`src/rtl/serial_cla_subtractor_if.sv`:
```
// rtl/serial_cla_subtractor_if.sv - request/result bundle for the group-serial CLA subtractor.
interface serial_cla_subtractor_if #(
  parameter int WIDTH = 32
);
  logic             start;
  logic [WIDTH-1:0] a;
  logic [WIDTH-1:0] b;
  logic             bin;
  logic             busy;
  logic             done;
  logic [WIDTH-1:0] diff;
  logic             bout;
  logic             zero;
  logic             ovf;

  modport master (
    output start, a, b, bin,
    input  busy, done, diff, bout, zero, ovf
  );

  modport slave (
    input  start, a, b, bin,
    output busy, done, diff, bout, zero, ovf
  );
endinterface

```
`src/rtl/serial_cla_subtractor.sv`:
```
// rtl/serial_cla_subtractor.sv - a - b - bin, one GROUP-bit lookahead slice per cycle.
// Optional zero/ovf flags are built when SERIAL_SUB_FLAGS_EN is defined; otherwise they read 0.
module serial_cla_subtractor #(
  parameter int WIDTH = 32,
  parameter int GROUP = 4
) (
  input logic                   clk,
  input logic                   rst_n,
  serial_cla_subtractor_if.slave sub
);
  localparam int NG = WIDTH / GROUP;
  localparam int KW = (NG > 1) ? $clog2(NG) : 1;
  localparam int BW = $clog2(WIDTH) + 1;
  localparam logic [KW-1:0] K_LAST = KW'(NG - 1);

  localparam logic [1:0] S_IDLE = 2'd0;
  localparam logic [1:0] S_RUN  = 2'd1;
  localparam logic [1:0] S_DONE = 2'd2;

  logic [1:0]       state;
  logic [WIDTH-1:0] a_q;
  logic [WIDTH-1:0] b_q;
  logic [WIDTH-1:0] diff_q;
  logic [KW-1:0]    k;
  logic             c;
  logic             bout_q;

  logic [BW-1:0]    base;
  logic [GROUP-1:0] a_grp;
  logic [GROUP-1:0] nb_grp;
  logic [GROUP-1:0] p;
  logic [GROUP-1:0] g;
  logic [GROUP-1:0] sum;
  logic [GROUP:0]   carry;
  logic [WIDTH-1:0] diff_next;
  logic             pp;

  wire accept    = (state == S_IDLE) && sub.start;
  wire last_grp  = (state == S_RUN) && (k == K_LAST);

  // Subtraction as a + ~b + 1: the initial carry is the inverted borrow-in,
  // and each carry is expanded as a flat sum of generate/propagate products.
  always_comb begin
    base   = BW'(k) * BW'(GROUP);
    a_grp  = a_q[base +: GROUP];
    nb_grp = ~b_q[base +: GROUP];
    p      = a_grp ^ nb_grp;
    g      = a_grp & nb_grp;
    carry  = '0;
    pp     = 1'b0;
    carry[0] = c;
    for (int i = 0; i < GROUP; i++) begin
      pp = 1'b1;
      for (int m = 0; m <= i; m++) pp = pp & p[m];
      carry[i+1] = pp & c;
      for (int j = 0; j <= i; j++) begin
        pp = g[j];
        for (int m = j + 1; m <= i; m++) pp = pp & p[m];
        carry[i+1] = carry[i+1] | pp;
      end
    end
    sum       = p ^ carry[GROUP-1:0];
    diff_next = diff_q;
    diff_next[base +: GROUP] = sum;
  end

  always_ff @(posedge clk or negedge rst_n) begin
    if (!rst_n) begin
      state  <= S_IDLE;
      a_q    <= '0;
      b_q    <= '0;
      k      <= '0;
      c      <= 1'b0;
      diff_q <= '0;
      bout_q <= 1'b0;
    end else begin
      case (state)
        S_IDLE: begin
          if (sub.start) begin
            a_q    <= sub.a;
            b_q    <= sub.b;
            k      <= '0;
            c      <= ~sub.bin;
            diff_q <= '0;
            bout_q <= 1'b0;
            state  <= S_RUN;
          end
        end
        S_RUN: begin
          diff_q <= diff_next;
          c      <= carry[GROUP];
          if (k == K_LAST) begin
            k      <= '0;
            bout_q <= ~carry[GROUP];
            state  <= S_DONE;
          end else begin
            k <= k + KW'(1);
          end
        end
        S_DONE:  state <= S_IDLE;
        default: state <= S_IDLE;
      endcase
    end
  end

  assign sub.busy = (state != S_IDLE);
  assign sub.done = (state == S_DONE);
  assign sub.diff = diff_q;
  assign sub.bout = bout_q;

`ifdef SERIAL_SUB_FLAGS_EN
  logic zero_q;
  logic ovf_q;

  // Flags are taken from the fully assembled difference on the last group.
  always_ff @(posedge clk or negedge rst_n) begin
    if (!rst_n) begin
      zero_q <= 1'b0;
      ovf_q  <= 1'b0;
    end else if (accept) begin
      zero_q <= 1'b0;
      ovf_q  <= 1'b0;
    end else if (last_grp) begin
      zero_q <= (diff_next == '0);
      ovf_q  <= (a_q[WIDTH-1] != b_q[WIDTH-1]) & (diff_next[WIDTH-1] != a_q[WIDTH-1]);
    end
  end

  assign sub.zero = zero_q;
  assign sub.ovf  = ovf_q;
`else
  wire unused_flags = accept ^ last_grp;
  assign sub.zero = 1'b0;
  assign sub.ovf  = 1'b0;
`endif
endmodule
```
`src/flat_wrapper.sv`:
```
// flat-port wrapper written by rule: the top's interface ports become plain ports
module serial_cla_subtractor_flat 
#(
  parameter int WIDTH = 32,
  parameter int GROUP = 4
)
  (clk, rst_n, sub_start, sub_a, sub_b, sub_bin, sub_busy, sub_done, sub_diff, sub_bout, sub_zero, sub_ovf);
  serial_cla_subtractor_if #(.WIDTH(WIDTH)) sub_i ();
  input logic clk;
  input logic rst_n;
  input wire logic [$bits(sub_i.start)-1:0] sub_start;
  input wire logic [$bits(sub_i.a)-1:0] sub_a;
  input wire logic [$bits(sub_i.b)-1:0] sub_b;
  input wire logic [$bits(sub_i.bin)-1:0] sub_bin;
  output wire logic [$bits(sub_i.busy)-1:0] sub_busy;
  output wire logic [$bits(sub_i.done)-1:0] sub_done;
  output wire logic [$bits(sub_i.diff)-1:0] sub_diff;
  output wire logic [$bits(sub_i.bout)-1:0] sub_bout;
  output wire logic [$bits(sub_i.zero)-1:0] sub_zero;
  output wire logic [$bits(sub_i.ovf)-1:0] sub_ovf;
  assign sub_i.start = sub_start;
  assign sub_i.a = sub_a;
  assign sub_i.b = sub_b;
  assign sub_i.bin = sub_bin;
  assign sub_busy = sub_i.busy;
  assign sub_done = sub_i.done;
  assign sub_diff = sub_i.diff;
  assign sub_bout = sub_i.bout;
  assign sub_zero = sub_i.zero;
  assign sub_ovf = sub_i.ovf;
  serial_cla_subtractor #(.WIDTH(WIDTH), .GROUP(GROUP)) u_core (.clk(clk), .rst_n(rst_n), .sub(sub_i));
endmodule
```
`config.mk`:
```
export PLATFORM = sky130hd
export DESIGN_NAME = serial_cla_subtractor_flat
export DESIGN_NICKNAME = d
export VERILOG_FILES = /design/src/rtl/serial_cla_subtractor_if.sv /design/src/rtl/serial_cla_subtractor.sv /design/src/flat_wrapper.sv
export SDC_FILE = /design/constraint.sdc
export NUM_CORES = 1
export LEC_CHECK = 0
export ABC_AREA = 1
export BUFFER_PORTS_ARGS = -buffer_cell sky130_fd_sc_hd__buf_2
export CORE_AREA = 2 2 112 87
export CTS_CLUSTER_SIZE = 16
export DETAILED_ROUTE_END_ITERATION = 10
export DIE_AREA = 0 0 114 89
export PLACE_DENSITY = 0.88
export SLEW_MARGIN = 20
export SYNTH_ARGS = -nofsm -noshare
export SYNTH_HDL_FRONTEND = slang
export SYNTH_SLANG_ARGS = --single-unit
```
`constraint.sdc`:
```
create_clock -name clk -period 4.1 [get_ports clk]
set_clock_uncertainty 0.1 [all_clocks]
set_input_delay 0.41 -clock clk [delete_from_list [all_inputs] [get_ports clk]]
set_output_delay 0.41 -clock clk [all_outputs]
set_load 0.005 [all_outputs]
```
==> results.md <==
- Status: completed
- Sequential cell fraction of total power: roughly 35%
- Hold Buf Count CTS: 0
- Worst-margin pin slew: around 1.0 ns
- Unique masters post-synth: 27
- Post-synth top area share: between 50% and 60%
- Setup Fix Bufs, Post-CTS: 0
- Non-Filler Cell Area, Final: between 0.005 and 0.006 mm2
- Total Wirelength: between 10000 and 15000 um
- FF+latch count, synth: 103
- CTS Buf Count: 9
- Initial antenna violation count: 0
- IO Pins: 105
- Critical Path RT: between 4 and 5 ns
- NumNets Final: between 700 and 800
- LEAKAGE: 3.21 nW
- Critical Path AT: around 3.4 ns
- FILL cells: around 740
- Minimum clock period: 3.23 ns
- Post-route ant nets: 0
- Internal power: between 2 and 3 mW
- CTS tree: done
- PnR Total Power: 5.25 mW
- Port bufs: 102
- # Max-Cap Violations: 0
- Dominant synthesized flop cell: dfrtp_1
- Setup TNS: 0 ns
- Initial DRC count: 333
- Core box area: 0.00893 mm2
- Initial Util: a little over half
- Slew margin rel.: a little under a third
- Deepest clock path buffer count: 2
- Drt pass-1 iters: 4
- Synth cell count leaders: 270 x nand2_1, 103 x dfrtp_1, 55 x o21ai_0
- Switching Power: approximately 2.3 mW
- Post-Syn Instances: 608
- Final Instance Count excl. Fillers: 811
- PD cells: around 910 mW/mm2
- DR DRC count: 0
- Area Growth Syn to Fin: 17.2%
- Asr flop ratio synth: 100%
- RSZ-0062 raised after global routing: false
- GRT Residual Overflow: 0
- DIE HEIGHT: ~89 um
- Crit Path Class: reg2reg
- ANT cells: 0
- # H-tree levels: 3
- Dpl cell area: 0.00540 mm2
- Number of vias per cell: around 5.3
- Clock share of power: approximately 18%
- Maximum clock frequency: 309 MHz
- Row cnt: 30
- First-pass GRT wire length: roughly 19000 um
- Placed cells: 796
- Worst skew pair latency: around 0.35 ns
- Combinational Power Share: approximately 48%
- Yosys warns: 0
- Seq/Total Area, Yosys: ~53%
- Resize count post-CTS: 0
- RD Place Congestion: a little under 0.9
- Largest net degree at the start of global routing: 80
- Vias post-DR: approximately 4300
- Cell area after synthesis: between 0.004 and 0.005 mm2
- Clk slew on worst S/H paths: ~0.070 ns
- Die area: slightly above 0.01 mm2
- Final setup vio count: 0
- Min-delay worst type: in2async
- R2R depth: 9
- HPWL Detailed: 8120 um
- Final Max Tran Viols: 0
- CTS Root Cell: clkbuf_16
- Total Routing Usage GR: roughly 24%
- Synthesized area per cell: between 8 and 9 um2
- VDD IR-drop max: 0.367 mV
- Chip width: approximately 110 um
- Startpoint Class: flop
- Vias in the first global route: approximately 4100
- Clock sinks: approximately 100
- Layout cells sized above 1: 18.9%
- WL per Instance: 14.3 um
- Most common cell in the netlist: nand2_1
- Sw frac: between 40% and 50%
- Synth area leader: dfrtp_1
- Crit path max fanout: 21
- Fin. Hold Viols: 0
- Tcrit/Tclk final: between 70 and 80%
- Synth area leaders: dfrtp_1 53%, nand2_1 21%, o21ai_0 5.6%
- Number of synthesized flops with an enable pin: 0
- Worst Setup End Kind: flop
## power groups by stage
stage	sequential [mW]	clock, mW	combinational, mW
2_1_floorplan	1.72	0	1.85
3_3_place_gp	1.79	0	2.34
3_5_place_dp	1.81	0	2.46
4_1_cts	1.80	0.942	2.49
5_1_grt	1.86	0.993	2.84
6_report	1.81	0.934	2.50
## per-layer routing
| metal | track usage (%) | share of wire (%) |
|---|---|---|
| met5 | 0 | 0 |
| met4 | 8.76 | 1.2 |
| met3 | 6.64 | 7.5 |
| met2 | 37.7 | 46 |
| met1 | 33.2 | 45 |
## placed cells by master, fill, tap and decap left out, types with 3 or more instances in the layout
cell type  count
nor2_2         4
nor3_1         4
dfrtp_1      103
nand4_1        8
buf_4          4
inv_1         28
nand2_1      269
o21ai_0       55
o22ai_1       13
o221ai_1       4
clkbuf_8       3
clkbuf_16      9
nand3_1       25
nor2_1        38
buf_2        101
ha_1          11
## metrics by stage
step           worst slack (ns)  util (%)  hold slack [ns]
2_1_floorplan              1.73         -           0.0144
3_3_place_gp               1.12      60.5            0.358
3_5_place_dp              0.941      60.5            0.363
4_1_cts                   0.902      64.2            0.150
5_1_grt                   0.626      64.2            0.152
6_report                  0.867      64.2            0.108
## worst paths after layout
check	startpoint	end	slack, ns
min in group clk	sub_a[3]	u_core.a_q[3]	0.15
setup reg to reg	u_core.k[1]	u_core.sub.diff[24]	0.87
setup / recovery	u_core.k[1]	u_core.sub.diff[24]	0.87
max in group asynchronous	rst_n	u_core.sub.diff[2]	2.90
hold / removal	rst_n	u_core.a_q[1]	0.11
hold reg to reg	u_core.sub.diff[25]	u_core.sub.diff[25]	0.38
## sequential cells by signal, summed over array words and instances, names as in the netlist
| signal | flops |
|---|---|
| u_core.a_q | 32 |
| u_core.b_q | 32 |
| u_core.c | 1 |
| u_core.k | 3 |
| u_core.state | 2 |
| u_core.sub.bout | 1 |
| u_core.sub.diff | 32 |
## critical path: stages, from the launching register on
cell and delay, ns:
dfrtp_1 0.62, inv_1 0.53, o21ai_0 0.19, o221ai_1 0.19, o21ai_0 0.19, fa_1 0.59, inv_1 0.08, nor3_1 0.31
nand2_1 0.13, o21ai_0 0.20
## final cells by class
cell class	instances	area, um2	share of cell area (%)
Clock buffer	12	267	4.65
Clock inverter	3	65.1	1.13
Inverter	30	113	1.96
Multi-Input combinational cell	446	2040	35.5
Sequential cell	103	2580	44.9
Tap cell	112	140	2.44
Timing Repair Buffer	105	536	9.34
## kinds of logic after synthesis
group	Yosys count	synth area share [%]
and+or+nand+nor	354	29.3
DFF	103	52.7
AOI/OAI and AO/OA	76	8.56
buffers and inverters	60	5.83
adders and majority gates	12	3.22
xor gates and xnor gates	2	0.358
other	1	0.0766
Power figures use the tool's default switching activity.
